$ cat src/rtl/pipe_hazard_ctrl_pkg.sv
// -----------------------------------------------------------------------------
// pipe_hazard_ctrl_pkg
// Shared definitions for the pipeline hazard controller: the FSM state
// encoding, the ALU operand forwarding select codes and a small saturating
// increment helper for the memory-wait counter.
// -----------------------------------------------------------------------------
package pipe_hazard_ctrl_pkg;

    // Controller state; the numeric values are visible on the state output.
    typedef enum logic [1:0] {
        ST_RUN        = 2'd0,
        ST_LOAD_STALL = 2'd1,
        ST_BR_FLUSH   = 2'd2,
        ST_MEM_WAIT   = 2'd3
    } hazState_t;

    // ALU operand source selects.
    localparam logic [1:0] FWD_RF    = 2'b00;
    localparam logic [1:0] FWD_EXMEM = 2'b10;
    localparam logic [1:0] FWD_MEMWB = 2'b01;

    // Increment that sticks at all-ones instead of wrapping back to zero.
    function automatic logic [7:0] satInc(input logic [7:0] value);
        return (value == 8'hFF) ? value : value + 8'd1;
    endfunction

endpackage

$ cat src/rtl/fwd_select.sv
// -----------------------------------------------------------------------------
// fwd_select
// Chooses the source of one ALU operand for the instruction in EX.
//   srcValid_i       - the ID/EX entry holds a real instruction
//   srcReg_i         - source register number of that operand
//   exmemValid_i / exmemRegwrite_i / exmemDest_i - producer one stage ahead
//   memwbValid_i / memwbRegwrite_i / memwbDest_i - producer two stages ahead
//   fwdSel_o         - FWD_RF, FWD_EXMEM or FWD_MEMWB
// -----------------------------------------------------------------------------
module fwd_select
    import pipe_hazard_ctrl_pkg::*;
(
    input  logic       srcValid_i,
    input  logic [4:0] srcReg_i,
    input  logic       exmemValid_i,
    input  logic       exmemRegwrite_i,
    input  logic [4:0] exmemDest_i,
    input  logic       memwbValid_i,
    input  logic       memwbRegwrite_i,
    input  logic [4:0] memwbDest_i,
    output logic [1:0] fwdSel_o
);

    // The younger producer (EX/MEM) holds the most recent value, so it wins
    // over MEM/WB. Register 0 is hard-wired and is never forwarded.
    always_comb begin
        fwdSel_o = FWD_RF;
        if (srcValid_i && (srcReg_i != 5'd0)) begin
            if (exmemValid_i && exmemRegwrite_i && (exmemDest_i == srcReg_i)) begin
                fwdSel_o = FWD_EXMEM;
            end else if (memwbValid_i && memwbRegwrite_i && (memwbDest_i == srcReg_i)) begin
                fwdSel_o = FWD_MEMWB;
            end
        end
    end

endmodule

$ cat src/rtl/pipe_hazard_ctrl.sv
// -----------------------------------------------------------------------------
// pipe_hazard_ctrl
// Hazard and forwarding controller for a five-stage pipeline. It shadows the
// ID/EX, EX/MEM and MEM/WB registers, detects data-memory waits, taken
// branches and load-use hazards, and drives the stage enables, flushes,
// bubble insertion and operand forwarding selects.
//   clock, reset (async, active low)
//   id_*             - description of the instruction currently in ID
//   mem_branch_taken - a branch resolved taken in MEM
//   dmem_ready       - data memory finished the current MEM access
//   pc_write, ifid_write, pipe_advance - stage register enables
//   flush_ifid, flush_idex, flush_exmem, idex_bubble - squash controls
//   fwd_a, fwd_b     - ALU operand source selects
//   state            - controller state, timeout_err - sticky wait timeout
// -----------------------------------------------------------------------------
module pipe_hazard_ctrl
    import pipe_hazard_ctrl_pkg::*;
#(
    parameter int MEM_TIMEOUT = 15
) (
    input  logic       clock,
    input  logic       reset,
    input  logic       id_valid,
    input  logic [4:0] id_rs,
    input  logic [4:0] id_rt,
    input  logic       id_use_rs,
    input  logic       id_use_rt,
    input  logic [4:0] id_dest,
    input  logic       id_regwrite,
    input  logic       id_memread,
    input  logic       mem_branch_taken,
    input  logic       dmem_ready,
    output logic       pc_write,
    output logic       ifid_write,
    output logic       pipe_advance,
    output logic       flush_ifid,
    output logic       flush_idex,
    output logic       flush_exmem,
    output logic       idex_bubble,
    output logic [1:0] fwd_a,
    output logic [1:0] fwd_b,
    output logic [1:0] state,
    output logic       timeout_err
);

    logic       idexValid_q, idexRegwrite_q, idexMemread_q;
    logic [4:0] idexRs_q, idexRt_q, idexDest_q;
    logic       exmemValid_q, exmemRegwrite_q, exmemMemread_q;
    logic [4:0] exmemDest_q;
    logic       memwbValid_q, memwbRegwrite_q;
    logic [4:0] memwbDest_q;

    hazState_t  state_q, state_d;
    logic [7:0] waitCnt_q, waitCnt_d;
    logic       timeoutErr_q;

    logic       memWait, brFlush, loadUse, srcHit;

    // Hazard events for this cycle. The branch input is gated by reset so
    // that no flush can escape while the controller is held in reset; the
    // other events already depend on tracking valids that reset clears.
    always_comb begin
        memWait = exmemValid_q && exmemMemread_q && !dmem_ready;
        brFlush = reset && mem_branch_taken;
        srcHit  = (id_use_rs && (id_rs == idexDest_q)) ||
                  (id_use_rt && (id_rt == idexDest_q));
        loadUse = id_valid && idexValid_q && idexMemread_q &&
                  (idexDest_q != 5'd0) && srcHit;
    end

    // Control outputs act in the same cycle as the event they respond to;
    // the registered state then records which response was taken.
    always_comb begin
        state_d      = ST_RUN;
        pc_write     = 1'b1;
        ifid_write   = 1'b1;
        pipe_advance = 1'b1;
        flush_ifid   = 1'b0;
        flush_idex   = 1'b0;
        flush_exmem  = 1'b0;
        idex_bubble  = 1'b0;
        if (memWait) begin
            state_d      = ST_MEM_WAIT;
            pc_write     = 1'b0;
            ifid_write   = 1'b0;
            pipe_advance = 1'b0;
        end else if (brFlush) begin
            state_d     = ST_BR_FLUSH;
            flush_ifid  = 1'b1;
            flush_idex  = 1'b1;
            flush_exmem = 1'b1;
        end else if (loadUse) begin
            state_d     = ST_LOAD_STALL;
            pc_write    = 1'b0;
            ifid_write  = 1'b0;
            idex_bubble = 1'b1;
        end
    end

    // Consecutive memory-wait cycles; any cycle without a wait clears it.
    always_comb begin
        waitCnt_d = memWait ? satInc(waitCnt_q) : 8'd0;
    end

    // Shadow pipeline: shifts with pipe_advance. A bubble or flush empties
    // ID/EX, and a flush also squashes the instruction leaving EX.
    always_ff @(posedge clock or negedge reset) begin
        if (!reset) begin
            idexValid_q     <= 1'b0;
            idexRs_q        <= 5'd0;
            idexRt_q        <= 5'd0;
            idexDest_q      <= 5'd0;
            idexRegwrite_q  <= 1'b0;
            idexMemread_q   <= 1'b0;
            exmemValid_q    <= 1'b0;
            exmemDest_q     <= 5'd0;
            exmemRegwrite_q <= 1'b0;
            exmemMemread_q  <= 1'b0;
            memwbValid_q    <= 1'b0;
            memwbDest_q     <= 5'd0;
            memwbRegwrite_q <= 1'b0;
        end else if (pipe_advance) begin
            idexValid_q     <= id_valid && !idex_bubble && !flush_idex;
            idexRs_q        <= id_rs;
            idexRt_q        <= id_rt;
            idexDest_q      <= id_dest;
            idexRegwrite_q  <= id_regwrite;
            idexMemread_q   <= id_memread;
            exmemValid_q    <= idexValid_q && !flush_exmem;
            exmemDest_q     <= idexDest_q;
            exmemRegwrite_q <= idexRegwrite_q;
            exmemMemread_q  <= idexMemread_q;
            memwbValid_q    <= exmemValid_q;
            memwbDest_q     <= exmemDest_q;
            memwbRegwrite_q <= exmemRegwrite_q;
        end
    end

    // State, wait counter and the sticky timeout flag. The flag is set on the
    // same edge at which the counter reaches the timeout value.
    always_ff @(posedge clock or negedge reset) begin
        if (!reset) begin
            state_q      <= ST_RUN;
            waitCnt_q    <= 8'd0;
            timeoutErr_q <= 1'b0;
        end else begin
            state_q   <= state_d;
            waitCnt_q <= waitCnt_d;
            if (memWait && (int'(waitCnt_d) >= MEM_TIMEOUT)) begin
                timeoutErr_q <= 1'b1;
            end
        end
    end

    assign state       = state_q;
    assign timeout_err = timeoutErr_q;

    fwd_select uFwdA (
        .srcValid_i      (idexValid_q),
        .srcReg_i        (idexRs_q),
        .exmemValid_i    (exmemValid_q),
        .exmemRegwrite_i (exmemRegwrite_q),
        .exmemDest_i     (exmemDest_q),
        .memwbValid_i    (memwbValid_q),
        .memwbRegwrite_i (memwbRegwrite_q),
        .memwbDest_i     (memwbDest_q),
        .fwdSel_o        (fwd_a)
    );

    fwd_select uFwdB (
        .srcValid_i      (idexValid_q),
        .srcReg_i        (idexRt_q),
        .exmemValid_i    (exmemValid_q),
        .exmemRegwrite_i (exmemRegwrite_q),
        .exmemDest_i     (exmemDest_q),
        .memwbValid_i    (memwbValid_q),
        .memwbRegwrite_i (memwbRegwrite_q),
        .memwbDest_i     (memwbDest_q),
        .fwdSel_o        (fwd_b)
    );

endmodule
$ cat config.mk
export PLATFORM = sky130hd
export DESIGN_NAME = pipe_hazard_ctrl
export DESIGN_NICKNAME = d
export VERILOG_FILES = /design/src/rtl/pipe_hazard_ctrl_pkg.sv /design/src/rtl/fwd_select.sv /design/src/rtl/pipe_hazard_ctrl.sv
export SDC_FILE = /design/constraint.sdc
export NUM_CORES = 1
export LEC_CHECK = 0
export CORE_MARGIN = 2
export CORE_UTILIZATION = 56
export CTS_CLUSTER_SIZE = 8
export DETAILED_ROUTE_END_ITERATION = 6
export GPL_ROUTABILITY_DRIVEN = 0
export HOLD_SLACK_MARGIN = 0.03
export PLACE_DENSITY = 0.82
export SETUP_SLACK_MARGIN = 0.2
export SKIP_LAST_GASP = 1
export SLEW_MARGIN = 10
export SYNTH_ARGS = -nofsm -noshare
export SYNTH_HDL_FRONTEND = slang
export SYNTH_SLANG_ARGS = --single-unit
$ cat constraint.sdc
create_clock -name clock -period 3.7 [get_ports clock]
set_clock_uncertainty 0.15 [all_clocks]
set_input_delay 0.74 -clock clock [delete_from_list [all_inputs] [get_ports clock]]
set_output_delay 0.74 -clock clock [all_outputs]
set_load 0.02 [all_outputs]
After elaboration in Yosys (flattened, before gate mapping)
Cells that the tools add are included.
- register bits: 44
- input port bits: 24
- output and inout bits: 14
- logic and storage cells: 73
- add/subtract/negate cells: 1
- order comparisons: 1
- equality and inequality tests: 7
- muxes and demuxes: 20
- reduce and logical (&&, ||, !) cells: 28
- operator list (operator ; number):
    == test 5 bit ; 6
    logical AND 1 bit ; 21
    2-to-1 mux 8 bit ; 2
    nonzero test 5 bit ; 3
    2-to-1 mux 1 bit ; 12
    2-to-1 mux 2 bit ; 6
    adder 8 x 1 -> 8 bit, second input constant ; 1
    == test 8 bit, second input constant ; 1
    >= comparator 8 x 4 -> 1 bit, second input constant ; 1
    zero test 1 bit ; 3
    logical OR 1 bit ; 1

Logic depth before layout (Yosys ltp)
Gate-level depths: netlist of run 1.
- word-level depth: 10
- mapped depth: 7
- gate-level depth less buffers: 6

Cells and area by module
From an unflattened synthesis of run 1, not the netlist that was laid out.
- cell total of the unflattened synthesis: 257
- area, all modules: 2312.2 um^2
- modules (own cells, without submodules) (module ; instances ; cells an instance ; area an instance (um^2) ; seq. area each (um^2)):
    pipe_hazard_ctrl ; 1 ; 219 ; 2026.9 ; 1101.1
    fwd_select ; 2 ; 19 ; 142.6 ; 0.0

Worst setup path before layout of run 1
No wires, ideal clock.
- kind: input port to output port
- start point: in dmem_ready
- end point: out pc_write
- data arrival time: 2187 ps
- data required time: 2810 ps
- slack: 623 ps
- cell stages on the path: 7
- path buffers: 4
- cell sequence: and3b_1 -> buf_2 -> clkinv_1 -> buf_2 -> buf_1 -> o21a_1 -> buf_4
- cells in the longest elaborated chain, start to end: 3
- ends and longest elaborated chain (what ; line ; RTL):
    from (decl) ; pipe_hazard_ctrl.sv:32 ; input logic dmem_ready,
    zero test 1 bit ; pipe_hazard_ctrl.sv:63 ; memWait = exmemValid_q && exmemMemread_q && !dmem_ready;
    logical AND 1 bit ; pipe_hazard_ctrl.sv:63 ;
    2-to-1 mux 1 bit ; n/a ;
    to (decl) ; pipe_hazard_ctrl.sv:33 ; output logic pc_write,
Every way passes these cells.

Worst setup path in the final report of run 1
- start point: in id_rt[2]
- end point: out pc_write
- cells in the longest elaborated chain, start to end: 7
- ends and longest elaborated chain (what ; line ; RTL):
    from (decl) ; pipe_hazard_ctrl.sv:25 ; input logic [4:0] id_rt,
    == test 5 bit ; pipe_hazard_ctrl.sv:66 ; (id_use_rt && (id_rt == idexDest_q));
    logical AND 1 bit ; pipe_hazard_ctrl.sv:66 ;
    logical OR 1 bit ; pipe_hazard_ctrl.sv:65 ; srcHit = (id_use_rs && (id_rs == idexDest_q)) ||
    logical AND 1 bit ; pipe_hazard_ctrl.sv:68 ; (idexDest_q != 5'd0) && srcHit;
    2-to-1 mux 1 bit ; pipe_hazard_ctrl.sv:92 ; end else if (loadUse) begin
    2-to-1 mux 1 bit ; pipe_hazard_ctrl.sv:87 ; end else if (brFlush) begin
    2-to-1 mux 1 bit ; pipe_hazard_ctrl.sv:82 ; if (memWait) begin
Every way passes these cells.

==> impl_metrics.env, run 1 <==
export IMPL_routedWlPerCell_um=13.92
export IMPL_cp_data_required_time_ns=2.81
export IMPL_finalCriticalPeriod_ns=3.389
export IMPL_grt_first_pass_wirelength_mm=7.941
export IMPL_reg2reg_depth=6
export IMPL_drt_first_pass_iters=4
export IMPL_cp_start_kind="input port"
export IMPL_fin_nets=311
export IMPL_antenna_cells=0
export IMPL_p_leak_nw=1.250
export IMPL_grt_start_max_net_pins=37
export IMPL_synth_top_area_frac=0.4949
export IMPL_p_per_area_nw_per_um2=412.4
export IMPL_design_core_area_sq_um=3744
export IMPL_synthArstFlopShare=1.000
export IMPL_crit_arrival_ns=2.50
export IMPL_start_util=0.5943
export IMPL_yosysWarnings=0
export IMPL_synth_cells=248
export IMPL_synth_area_sq_um=2225
export IMPL_rsz0062_at_grt="no"
export IMPL_hold_viol=0
export IMPL_finalSetupViolations=0
export IMPL_clkSinkCount=44
export IMPL_synth_area_leaders="dfrtp_1, nand2_1, xor2_1"
export IMPL_design_power_total_w=0.001128
export IMPL_worstSetupPathType="input port to output port"
export IMPL_vias_per_cell=5.466
export IMPL_synth_net_count=273
export IMPL_ioPinCount=38
export IMPL_cts_buffers=5
export IMPL_path_clk_slew_ns=0.08
export IMPL_hp_class="input port to async pin"
export IMPL_dieArea_sq_um=4493
export IMPL_multi_input_area_sq_um=1054
export IMPL_die_y_um=67.03
export IMPL_path_max_fanout=3
export IMPL_min_period_over_period=0.9160
export IMPL_yosys_area_top_type="dfrtp_1"
export IMPL_worst_slew_pin_transition_ns=0.3898
export IMPL_antenna_found_initial=0
export IMPL_layout_drive_gt1_share=0.05923
export IMPL_drt_iter0_drc=99
export IMPL_avgSynthCellArea_sq_um=8.970
export IMPL_cts_hold_buf=0
export IMPL_cts_tree="done"
export IMPL_worstSetupEndpointType="output port"
export IMPL_cts_path_max_buffers=2
export IMPL_final_max_slew_viol_count=0
export IMPL_slew_headroom=0.7402
export IMPL_drc=0
export IMPL_area_delta_synth_final_pct=23.00
export IMPL_vias=1831
export IMPL_grtUsageTotal=0.2411
export IMPL_hpwl_mm=3.374
export IMPL_wl_mm=4.662
export IMPL_grt_pass1_vias=1697
export IMPL_ant_nets=0
export IMPL_clk_insertion_delay_late_ns=0.30
export IMPL_rows=22
export IMPL_synth_edf_count=0
export IMPL_synth_seq_area_share=0.4949
export IMPL_regArea_sq_um=1101
export IMPL_grt_overflow=0
export IMPL_fin_tns_setup_ns=0
export IMPL_synth_seq_cells=44
export IMPL_nFillCells=302
export IMPL_ys_flop_type="dfrtp_1"
export IMPL_drv_cap=0
export IMPL_status="finished clean"
export IMPL_max_clock_freq_ghz=0.2950
export IMPL_ir_drop_uv=334.9
export IMPL_ys_types=37
export IMPL_h_tree_depth=2
export IMPL_die_w_um=67.03
export IMPL_io_buffer_count=37
export IMPL_clock_root_buffer="clkbuf_8"
-- layer usage --
metal	vias up	wire length, um	track usage
met5	-	0	0
met4	0	79	0.09439
met3	8	280	0.04730
met2	57	2113	0.3626
met1	868	2189	0.3422
li1	898	-	-
-- worst paths after layout --
check | end | startpoint | slack [ns]
min in group clock | idexRegwrite_q | idexRegwrite_q | 0.32
setup reg to reg | timeout_err | waitCnt_q[0] | 1.41
hold reg to reg | idexRegwrite_q | idexRegwrite_q | 0.32
setup / recovery | pc_write | id_rt[2] | 0.31
max in group asynchronous | idexRs_q[2] | reset | 2.79
hold / removal | state[1] | reset | 0.25
-- sequential cells by signal, indices dropped and copies added (netlist names), 2 cells and up --
signal       cells
idexRt_q         5
waitCnt_q        8
idexRs_q         5
state            2
idexDest_q       5
exmemDest_q      5
memwbDest_q      5
-- critical path: stages --
cell and delay, ns:
clkdlybuf4s50_1 0.44, xor2_1 0.17, nor4_1 0.31, nand3_1 0.11
a21o_1 0.22, o21a_1 0.19, dlygate4sd2_1 0.31
-- power breakdown --
group / internal, W / switching [W] / leakage, nW / total (W)
combinational: 0.0000950 / 0.0000952 / 0.651 / 0.000190
sequential: 0.000526 / 0.0000568 / 0.544 / 0.000583
clock: 0.000200 / 0.000155 / 0.0552 / 0.000356
-- stage by stage --
stage	util	worst slack [ns]	std cells	hold slack (ns)	area, sq um
after floorplan	-	0.6233	248	0.2886	2225
after global placement	0.7012	0.1049	326	0.3028	2625
after detailed placement	0.7012	0.09630	326	0.3068	2625
after CTS	0.7289	0.2976	334	0.2520	2729
after global routing	0.7309	0.2113	335	0.2629	2736
final	0.7309	0.3106	335	0.2485	2736
-- layout by cell type, fill, tap and decap left out, types with 5 or more instances in the layout --
| master | synthesis | final |
|---|---|---|
| a31oi_1 | 5 | 5 |
| nor4_1 | 6 | 6 |
| clkbuf_8 | 0 | 5 |
| nand4_1 | 5 | 5 |
| dfrtp_1 | 44 | 44 |
| nor3_1 | 7 | 7 |
| buf_4 | 3 | 5 |
| xnor2_1 | 13 | 13 |
| xor2_1 | 18 | 18 |
| o21ai_0 | 5 | 5 |
| nand2_1 | 94 | 94 |
| clkdlybuf4s50_1 | 0 | 33 |
| nor2_1 | 6 | 6 |
-- cell usage after synthesis, drive strengths merged (3+ instances only) --
cell   count
a21oi      3
buf        9
o21ai      5
nor2       6
nor4       7
nand4      5
xor2      18
nor3       7
a31oi      5
inv        3
and3       3
dfrtp     44
xnor2     13
nand3      4
or4        3
nand2     94
-- what timing repair did --
action	CTS	global route
pin swaps	0	2
gates resized for setup	3	0
buffers inserted	0	1
endpoints found under the setup margin	3	1
-- cell type report --
class                           instances  area share
Clock buffer                            6     0.02652
Clock inverter                          2     0.01280
Inverter                                4    0.005487
Multi-Input combinational cell        189      0.3850
Sequential cell                        44      0.4024
Tap cell                               48     0.02195
Timing Repair Buffer                   42      0.1459
-- kinds of logic after synthesis --
| family | after synthesis | share of synthesized area |
|---|---|---|
| XOR/XNOR | 31 | 0.1220 |
| AND/OR/NAND/NOR | 134 | 0.2688 |
| buffers and inverters | 15 | 0.03149 |
| AO/OA/AOI/OAI | 21 | 0.06749 |
| flip-flops | 44 | 0.4949 |
| multiplexers | 2 | 0.009561 |
| adder cells (fa/ha/maj) | 1 | 0.005623 |
(Power assumes the default switching activity.)
==> inputs of run 2 (changes only) <==
--- a/config.mk
+++ b/config.mk
@@ -5,7 +5,6 @@
 export SDC_FILE = /design/constraint.sdc
 export NUM_CORES = 1
 export LEC_CHECK = 0
-export CORE_MARGIN = 2
 export CORE_UTILIZATION = 56
 export CTS_CLUSTER_SIZE = 8
 export DETAILED_ROUTE_END_ITERATION = 6
==> run 2 against run 1 <==
Die area fell by 5.9%. Register-to-register slack barely moved. Global-route usage rose by 2.4 points. Critical path type unchanged. Combinational power barely moved. Final cell count did not move. Clock-buffer cell count did not move. Sequential power barely moved. Setup slack got worse by 0.030 ns. Highest routed layer unchanged. Utilization fell by 0.23 points. Sequential share of layout area rose by 0.13 points. Non-clock buffer count did not move. Wire length rose by 4.3%.
==> impl_metrics.env, run 2 (synthesis gave the netlist of run 1 again) <==
export IMPL_io_buffer_count=37
export IMPL_design_power_total_w=0.001085
export IMPL_die_y_um=65.03
export IMPL_rsz0062_at_grt="no"
export IMPL_cts_path_max_buffers=2
export IMPL_clkSinkCount=44
export IMPL_max_clock_freq_ghz=0.2925
export IMPL_worstSetupPathType="input port to output port"
export IMPL_p_per_area_nw_per_um2=397.8
export IMPL_largest_register_ffs=8
export IMPL_fin_ws_ns=0.2808
export IMPL_worst_slew_pin_transition_ns=0.3489
export IMPL_start_util=0.5943
export IMPL_design_core_area_sq_um=3744
export IMPL_final_common_cell="nand2_1"
export IMPL_hold_viol=0
export IMPL_crit_arrival_ns=2.53
export IMPL_path_clk_slew_ns=0.08
export IMPL_drt_first_pass_iters=4
export IMPL_grt_overflow=0
export IMPL_rows=22
export IMPL_drt_iter0_drc=97
export IMPL_cp_start_kind="input port"
export IMPL_die_w_um=65.03
export IMPL_cts_tree="done"
export IMPL_antenna_cells=0
export IMPL_dieArea_sq_um=4229
export IMPL_clk_insertion_delay_late_ns=0.30
export IMPL_hp_class="input port to async pin"
export IMPL_final_cell_mix="nand2_1, dfrtp_1, clkdlybuf4s50_1, xor2_1, xnor2_1"
export IMPL_routedWlPerCell_um=14.51
export IMPL_vias=1857
export IMPL_finalSetupViolations=0
export IMPL_vias_per_cell=5.543
export IMPL_ir_drop_uv=318.1
export IMPL_cp_data_required_time_ns=2.81
export IMPL_path_max_fanout=4
export IMPL_fin_tns_setup_ns=0
export IMPL_area_delta_synth_final_pct=22.61
export IMPL_grt_first_pass_wirelength_mm=8.252
export IMPL_ant_nets=0
export IMPL_min_period_over_period=0.9241
export IMPL_fin_nets=311
export IMPL_grt_pass1_vias=1772
export IMPL_largest_register="waitCnt_q"
export IMPL_status="finished clean"
export IMPL_wl_mm=4.861
export IMPL_antenna_found_initial=0
export IMPL_grtUsageTotal=0.2647
export IMPL_worstSetupEndpointType="output port"
export IMPL_final_max_slew_viol_count=0
export IMPL_dp_slack_ns=0.04738
export IMPL_clock_root_buffer="clkbuf_8"
export IMPL_drv_cap=0
export IMPL_h_tree_depth=2
export IMPL_ioPinCount=38
export IMPL_layout_drive_gt1_share=0.06620
export IMPL_slew_headroom=0.7674
export IMPL_finalCriticalPeriod_ns=3.419
export IMPL_cts_buffers=5
export IMPL_grt_start_max_net_pins=35
export IMPL_p_leak_nw=1.246
export IMPL_drc=0
export IMPL_hpwl_mm=3.594
==> run 2: layer usage <==
metal	track usage	routed length, um
met2	0.4180	2318
met5	0	0
met1	0.3549	2216
met4	0.09783	67
met3	0.06162	258
==> run 2: worst paths after layout <==
path	startpoint	endpoint	slack, ns	cells past startpoint
max	id_rt[3]	ifid_write	0.28	7
min	reset	exmemValid_q	0.26	2
max reg2reg	waitCnt_q[0]	timeout_err	1.41	6
min reg2reg	idexRegwrite_q	idexRegwrite_q	0.33	2
max in group asynchronous	reset	idexRs_q[2]	2.82	2
min in group clock	idexRegwrite_q	idexRegwrite_q	0.33	2
==> run 2: cell type report <==
cell class	count	area, sq um
clock buffer	6	82.58
inverter	4	15.01
tap	48	60.06
timing repair buffer	42	399.1
clock inverter	2	10.01
multi-input combinational	189	1060
fill	319	1016
sequential	44	1101
==> run 2: timing repair <==
action	CTS	global route
pin swaps	1	2
setup endpoints to repair	3	2
resized for setup	3	1
buffers inserted	0	0
hold buffers	0	0
==> run 2: report_power, final <==
part | switching [W] | total (W) | internal [W] | leakage (nW)
logic | 0.0000961 | 0.000192 | 0.0000962 | 0.652
registers | 0.0000597 | 0.000585 | 0.000526 | 0.544
clock network | 0.000158 | 0.000307 | 0.000149 | 0.0510
total | 0.000314 | 0.00108 | 0.000771 | 1.25
==> run 2: through the flow <==
| stage | utilization | cells | cell area (sq um) | hold slack, ns |
|---|---|---|---|---|
| final | 0.7286 | 335 | 2728 | 0.2557 |
| after global routing | 0.7286 | 335 | 2728 | 0.2742 |
| after CTS | 0.7269 | 335 | 2721 | 0.2576 |
| after detailed placement | 0.7032 | 327 | 2633 | 0.3149 |
| after global placement | 0.7032 | 327 | 2633 | 0.3022 |
| after floorplan | - | 248 | 2225 | 0.2886 |
==> run 2: worst max-delay path, stage by stage <==
cell	delay, ns
clkdlybuf4s50_1	0.45
xor2_1	0.17
nor4_2	0.30
nand3_1	0.11
a21o_1	0.24
o21a_1	0.20
dlygate4sd2_1	0.31
